File: config.mk
export PLATFORM = sky130hd
export DESIGN_NAME = sync_fifo_param
export DESIGN_NICKNAME = d
export VERILOG_FILES = /design/src/rtl/sync_fifo_pkg.sv /design/src/rtl/sync_fifo_param_mem.sv /design/src/rtl/sync_fifo_param.sv
export SDC_FILE = /design/constraint.sdc
export NUM_CORES = 1
export LEC_CHECK = 0
export ABC_AREA = 1
export CAP_MARGIN = 20
export CORE_UTILIZATION = 45
export DETAILED_ROUTE_END_ITERATION = 7
export PLACE_DENSITY = 0.59
export SLEW_MARGIN = 30
export SYNTH_ARGS = -nofsm -noshare
export SYNTH_HDL_FRONTEND = slang
export SYNTH_SLANG_ARGS = --single-unit
File: constraint.sdc
create_clock -name clk -period 5.5 [get_ports clk]
set_input_delay 0.825 -clock clk [delete_from_list [all_inputs] [get_ports clk]]
set_output_delay 0.825 -clock clk [all_outputs]
set_load 0.03 [all_outputs]
File: src/rtl/sync_fifo_pkg.sv
// sync_fifo_pkg: shared helpers for the parametrised synchronous FIFO.
//   log2            - ceiling log2, usable in constant expressions
//   is_pow2         - true for powers of two >= 2
//   fifo_params_ok  - elaboration-time legality check of the FIFO parameters
package sync_fifo_pkg;

  // Ceiling log2; log2(1) = 0, log2(16) = 4, log2(17) = 5.
  function automatic int log2(input int value);
    int r;
    r = 0;
    for (int i = 0; i < 31; i++) begin
      if ((1 << i) < value) r = i + 1;
    end
    return r;
  endfunction

  function automatic bit is_pow2(input int value);
    return (value >= 2) && ((value & (value - 1)) == 0);
  endfunction

  function automatic bit fifo_params_ok(input int data_w, input int depth,
                                        input int af_thresh, input int ae_thresh,
                                        input int fwft);
    return (data_w >= 1) && is_pow2(depth) &&
           (af_thresh >= 1) && (af_thresh <= depth) &&
           (ae_thresh >= 0) && (ae_thresh <= depth - 1) &&
           ((fwft == 0) || (fwft == 1));
  endfunction

endpackage

File: src/rtl/sync_fifo_param_mem.sv
// sync_fifo_param_mem (fifo_mem): DATA_W x DEPTH register array.
//   clk    - write clock, rising edge
//   we     - write enable
//   waddr  - write index
//   wdata  - write data
//   raddr  - read index (asynchronous read)
//   rdata  - mem[raddr], combinational
// Contents are deliberately not reset.
module fifo_mem #(
  parameter int DATA_W = 16,
  parameter int DEPTH  = 16,
  parameter int IDX_W  = 4
) (
  input  logic              clk,
  input  logic              we,
  input  logic [IDX_W-1:0]  waddr,
  input  logic [DATA_W-1:0] wdata,
  input  logic [IDX_W-1:0]  raddr,
  output logic [DATA_W-1:0] rdata
);

  logic [DATA_W-1:0] mem [DEPTH];

  always_ff @(posedge clk) begin
    if (we) mem[waddr] <= wdata;
  end

  assign rdata = mem[raddr];

endmodule

File: src/rtl/sync_fifo_param.sv
// sync_fifo_param: parametrised single-clock FIFO with fill count, almost
// thresholds, sticky error flags and optional first-word-fall-through read.
//   clk, rstn            - clock (rising edge), synchronous active-low reset
//   wr_en, din           - write request and data
//   rd_en                - read request (pop)
//   dout                 - read data (registered, or fall-through when FWFT=1)
//   empty, full          - occupancy extremes
//   almost_empty/full    - count <= AE_THRESH / count >= AF_THRESH
//   count                - entries stored, 0..DEPTH
//   overflow, underflow  - sticky rejected-request flags, cleared by err_clr
//   err_clr              - synchronous clear of the sticky flags
//
// Handshake: a write is taken on any rising edge where wr_en=1 and the FIFO
// is not full, or is full but a read is taken on the same edge; a read is
// taken on any rising edge where rd_en=1 and the FIFO is not empty. There is
// no ready/valid back-pressure signal beyond full/empty: a request that is
// not taken is dropped and recorded in overflow/underflow.
module sync_fifo_param
  import sync_fifo_pkg::*;
#(
  parameter int DATA_W    = 16,
  parameter int DEPTH     = 16,
  parameter int AF_THRESH = DEPTH - 2,
  parameter int AE_THRESH = 2,
  parameter int FWFT      = 0
) (
  input  logic                   clk,
  input  logic                   rstn,
  input  logic                   wr_en,
  input  logic [DATA_W-1:0]      din,
  input  logic                   rd_en,
  output logic [DATA_W-1:0]      dout,
  output logic                   empty,
  output logic                   full,
  output logic                   almost_empty,
  output logic                   almost_full,
  output logic [log2(DEPTH):0]   count,
  output logic                   overflow,
  output logic                   underflow,
  input  logic                   err_clr
);

  localparam int IDX_W = log2(DEPTH);
  localparam int CNT_W = IDX_W + 1;
  localparam logic [CNT_W-1:0] AF_T = CNT_W'(AF_THRESH);
  localparam logic [CNT_W-1:0] AE_T = CNT_W'(AE_THRESH);

  if (!fifo_params_ok(DATA_W, DEPTH, AF_THRESH, AE_THRESH, FWFT)) begin : g_bad_params
    $error("sync_fifo_param: illegal parameter combination");
  end

  // Pointers carry one extra wrap bit above the index.
  logic [CNT_W-1:0]  wr_ptr, rd_ptr;
  logic [IDX_W-1:0]  wr_idx, rd_idx;
  logic              rd_accept, wr_accept;
  logic [DATA_W-1:0] mem_rdata;

  assign wr_idx = wr_ptr[IDX_W-1:0];
  assign rd_idx = rd_ptr[IDX_W-1:0];

  // Status is decoded purely from registered pointers.
  assign count        = wr_ptr - rd_ptr;
  assign empty        = (wr_ptr == rd_ptr);
  assign full         = (wr_ptr[CNT_W-1] != rd_ptr[CNT_W-1]) && (wr_idx == rd_idx);
  assign almost_full  = (count >= AF_T);
  assign almost_empty = (count <= AE_T);

  // A read frees a slot on the same edge, so a full FIFO still takes a write
  // when it is also being read. An empty FIFO never bypasses din to dout.
  assign rd_accept = rd_en && !empty;
  assign wr_accept = wr_en && (!full || rd_accept);

  always_ff @(posedge clk) begin
    if (!rstn) begin
      wr_ptr <= '0;
      rd_ptr <= '0;
    end else begin
      if (wr_accept) wr_ptr <= wr_ptr + CNT_W'(1);
      if (rd_accept) rd_ptr <= rd_ptr + CNT_W'(1);
    end
  end

  // A new error in the same cycle as err_clr keeps the flag set.
  always_ff @(posedge clk) begin
    if (!rstn) begin
      overflow  <= 1'b0;
      underflow <= 1'b0;
    end else begin
      if (wr_en && !wr_accept) overflow <= 1'b1;
      else if (err_clr)        overflow <= 1'b0;
      if (rd_en && empty)      underflow <= 1'b1;
      else if (err_clr)        underflow <= 1'b0;
    end
  end

  fifo_mem #(
    .DATA_W (DATA_W),
    .DEPTH  (DEPTH),
    .IDX_W  (IDX_W)
  ) u_mem (
    .clk   (clk),
    .we    (wr_accept && rstn),
    .waddr (wr_idx),
    .wdata (din),
    .raddr (rd_idx),
    .rdata (mem_rdata)
  );

  if (FWFT == 0) begin : g_std
    logic [DATA_W-1:0] dout_q;
    always_ff @(posedge clk) begin
      if (!rstn)          dout_q <= '0;
      else if (rd_accept) dout_q <= mem_rdata;
    end
    assign dout = dout_q;
  end else begin : g_fwft
    // Head of the queue is always visible; rd_en only acknowledges it.
    assign dout = mem_rdata;
  end

endmodule

# Yosys cells after proc, flatten, opt, wreduce, memory -nomap -nowiden
# Memory sizes are Yosys's and may differ from the RTL's. A register that Yosys moved wholly into a read port is not among the register bits.
# Index checks and enable logic that the tools add are counted.
# classes
n_mux	5
n_eq_ne	3
n_lt_le_gt_ge	2
reduce_logical	13
n_addsub	3
# op_table
op	n
5-bit by 1-bit adder with 5-bit output, second input constant	2
1-bit logical AND	6
5-bit equality test	1
5-bit by 4-bit greater-or-equal comparator with 1-bit output, second input constant	1
5-bit by 2-bit less-or-equal comparator with 1-bit output, second input constant	1
1-bit 2-to-1 mux	5
5-bit subtractor	1
4-bit equality test	1
1-bit logical NOT	4
2-bit nonzero test	2
1-bit logical OR	1
1-bit != test	1
# word_totals
mem_bits_rw	256
n_memories	1
ff_bits	12
# mem_list
name	words	word_bits	read_ports	rd_ports_with_merged_regs	write_ports	line	source
u_mem.mem	16	16	1	1	1	sync_fifo_param_mem.sv:22	logic [DATA_W-1:0] mem [DEPTH];

# Depth between registers and ports, before layout
# logic_depth
depth_word	8
depth_mapped	13
depth_no_buf	10

# Modules after synthesis
# From an unflattened synthesis, not the netlist that was laid out.
# unflattened
cells_unflattened	1257
hier_area_um2	12473.2
# modules_own_cells
module	cells_per_inst	n_inst	area_per_inst_um2
fifo_mem	1058	1	11060.6
sync_fifo_param	199	1	1412.6

# Worst setup path after synthesis
# OpenSTA, ideal clock, no wires.
# synth_timing
path_kind	flip-flop to output port
start	register rd_ptr[1]
end	output almost_full
arrival_ns	2.362
required_time_ns	4.675
path_stages_with_launch	8
n_path_buf	2
slack_ns	2.313
path_cell_list	dfxtp_1 inv_1 buf_2 buf_2 fa_1 xor2_1 nand2_1 o21bai_1
# synth_via
elab_chain_len	2
# synth_rtl
item	line	source
start: declaration	sync_fifo_param.sv:53	logic [CNT_W-1:0] wr_ptr, rd_ptr;
start signal: assignment	sync_fifo_param.sv:79	if (rd_accept) rd_ptr <= rd_ptr + CNT_W'(1);
5-bit subtractor	sync_fifo_param.sv:62	assign count = wr_ptr - rd_ptr;
via count[2]	sync_fifo_param.sv:37	output logic [log2(DEPTH):0] count,
5-bit by 4-bit greater-or-equal comparator with 1-bit output	sync_fifo_param.sv:65	assign almost_full = (count >= AF_T);
end: declaration	sync_fifo_param.sv:36	output logic almost_full,
# The timed path passes the listed nets, and every way through them passes these cells.

# Final worst setup path
# layout_timing
start	register rd_ptr[0]
end	output almost_full
# layout_via
elab_chain_len	2
# layout_rtl
item	line
5-bit subtractor	sync_fifo_param.sv:62
5-bit by 4-bit greater-or-equal comparator with 1-bit output	sync_fifo_param.sv:65
# No other way between the ends.

==> reports/metrics.csv <==
metric,value,unit
synth_seq_cells,284,
worst_skew_pair.late_latency,0.55,ns
clockBufferDepth,3,
worstPathRequired,4.68,ns
final_hold_viol_count,0,
drv_cap,0,
grt_overflow_total,0,
htreeDepth,1,
synth_simple_gate_area_frac,0.197,
die_w,166,um
cts_resized,0,
synth_cells,1169,
worst_pin_slew,0.994,ns
cts_tree,built,
post_drt_wl_per_cell,18.9,um
coreArea,26200,um^2
die-area,27600,um^2
vias,8051,
grt_setup_unrepaired,no,
area_growth,14.8,%
rows,59,
yosysWarnings,0,
cp.arrival,3.29,ns
grt_max_degree,95,
grt_pass1_vias,7544,
drv_slew,0,
drc_errors,0,
clockRootBuffer,clkbuf_16,
n_antenna_cell,0,
startpoint_type,flop,
fin_nets,1243,
hold_path_class,flop to flop,
yosysSeqAreaShare,0.680,
slowest_delay,0.78,ns
crit_path_max_fanout,55,
die_h,166,um
drive_gt1_frac,0.0713,
path_clk_slew,0.06,ns
synthMuxAreaShare,0,
total_power,5170,uW
cpMaxStageDelayCell,dfxtp_4,
drtAntennaViolNets,0,
p_leak,0.00561,uW
gp_congestion,0.772,
synth_top_cell_by_area,edfxtp_1,
post_cts_buffers,0,
synthesis.nets,1200,
crit_buf_inv,2,
powerDensity,372,nW/um^2
slew_headroom,0.337,
synth-adder-area-share,0.0109,
drt_iter0_markers,659,
fin_crit_sh,0.748,
crit_chain,"ha_1, inv_1, fa_1, nand3_1, nand2_1, xor2_1, o21bai_1, clkdlybuf4s50_1",
first_pass_iters,5,
grt_pass1_wl,45.4,mm
critPathKind,flop to output port,
vias_per_cell,5.13,
synth.avg_cell_area,10.4,um^2
syn_area,12100,um^2
clock_sinks,284,
port_buffers,47,
setup_viol,0,
outcome,"finished, final reports clean",
fin_setup_tns,0,ns
yosys.area_share.xor_xnor,0.00578,
holdWs,0.464,ns
yosysTopAreaCellShare,0.634,
io_pins,48,
end_kind,output port,
final_util,0.531,
track_usage,0.218,
ys_types,26,
synth_top_family_by_area,simple AND/OR/NAND/NOR gates,
synth-compound-area-share,0.0279,
critPathTopFamily,flip-flops,
cts_made_buffers,30,
fin_crit,4.12,ns
fmax,243,MHz
drt-total-wl,29.7,mm
initial_utilization,0.463,
finalClockSkew,0.00873,ns
antenna_found_initial,0,
hold_buffers,0,
ir_drop,0.270,mV
dp_hpwl,16.5,mm
synthTopCellsByArea,"edfxtp_1 63%, nand2_1 10%, nand3_1 7.6%",
[placed cells by master (no fill, tap or decap)]
cell             count
a21oi_1             45
buf_16               1
buf_4               16
bufinv_16            2
clkbuf_1             9
clkbuf_16           31
clkbuf_8             1
clkdlybuf4s50_1     47
clkinv_1             7
clkinv_2             6
clkinvlp_4           1
dfxtp_1             26
dfxtp_2              1
dfxtp_4              1
edfxtp_1           256
fa_1                 1
ha_1                 9
inv_1              176
inv_2                2
inv_6                2
nand2_1            331
nand2_2              3
nand2_4              2
nand3_1            184
nand3_2              1
nand4_1              1
nor2_1              25
nor2_2              11
nor2_4               6
o21ai_0             15
o21ai_1              6
o21bai_1             1
or2_2                1
xor2_1               8
[cells by family after synthesis]
| kind of cell | after synthesis |
|---|---|
| simple gates | 565 |
| fa+ha+maj | 10 |
| compound gates | 67 |
| xor+xnor | 8 |
| flops | 284 |
| buf+inv | 235 |
[flip-flops by register name (all words and copies together), names as in the netlist]
signal and cells:
u_mem.mem 256, dout 16, rd_ptr 5, wr_ptr 5, overflow 1, underflow 1
[per-stage QoR]
stage | setup WS (ns) | std cells | area (um^2)
after global routing | 1.19 | 1570 | 13900
final | 1.38 | 1570 | 13900
after global placement | 2.00 | 1514 | 12900
after floorplan | 2.31 | 1169 | 12100
after CTS | 1.36 | 1569 | 13900
after detailed placement | 1.94 | 1514 | 12900
[layout make-up]
class	count	area (um^2)
clock buffer	41	823
clock inverter	14	121
fill	2211	12300
inverter	182	688
multi-input combinational	650	3000
sequential	284	8250
tap	335	419
timing repair buffer	64	618
[cell usage after synthesis, drive strengths merged]
cell	number
or2	1
nor2	42
fa	1
clkinv	3
nand4	1
inv	179
clkbuf	11
o21bai	1
edfxtp	256
a21oi	45
buf	42
xor2	8
ha	9
dfxtp	28
nand3	185
nand2	336
o21ai	21
[power breakdown]
group          internal (uW)  total [uW]  switching, uW
Sequential              2390        2450           53.1
Combinational            250         787            536
Clock                   1140        1940            804
Total                   3780        5170           1390
[worst register-to-register path, cell delays in order (launching register included)]
cell and delay (ns):
dfxtp_4 0.78, ha_1 0.38, nand4_1 0.11, nor2_1 0.08, nand2_2 0.11, nand2_4 0.09, nor2_2 0.14, nand2_1 0.21
nor2_2 0.56, buf_4 0.33
[worst paths after layout]
kind | from | end | slack [ns] | cells past startpoint
setup reg to reg | rd_ptr[0] | u_mem.mem[14][15] | 2.40 | 9
hold reg to reg | overflow | overflow | 0.46 | 2
setup / recovery | rd_ptr[0] | almost_full | 1.38 | 8
hold / removal | overflow | overflow | 0.46 | 2
[layer usage]
layer / up-vias / global-route usage / routed length (um)
met5: - / 0 / 0
met4: 0 / 0.0670 / 691
met3: 41 / 0.0357 / 1570
met2: 209 / 0.354 / 13900
met1: 3873 / 0.301 / 13600
li1: 3928 / - / -
(Power assumes the default switching activity.)
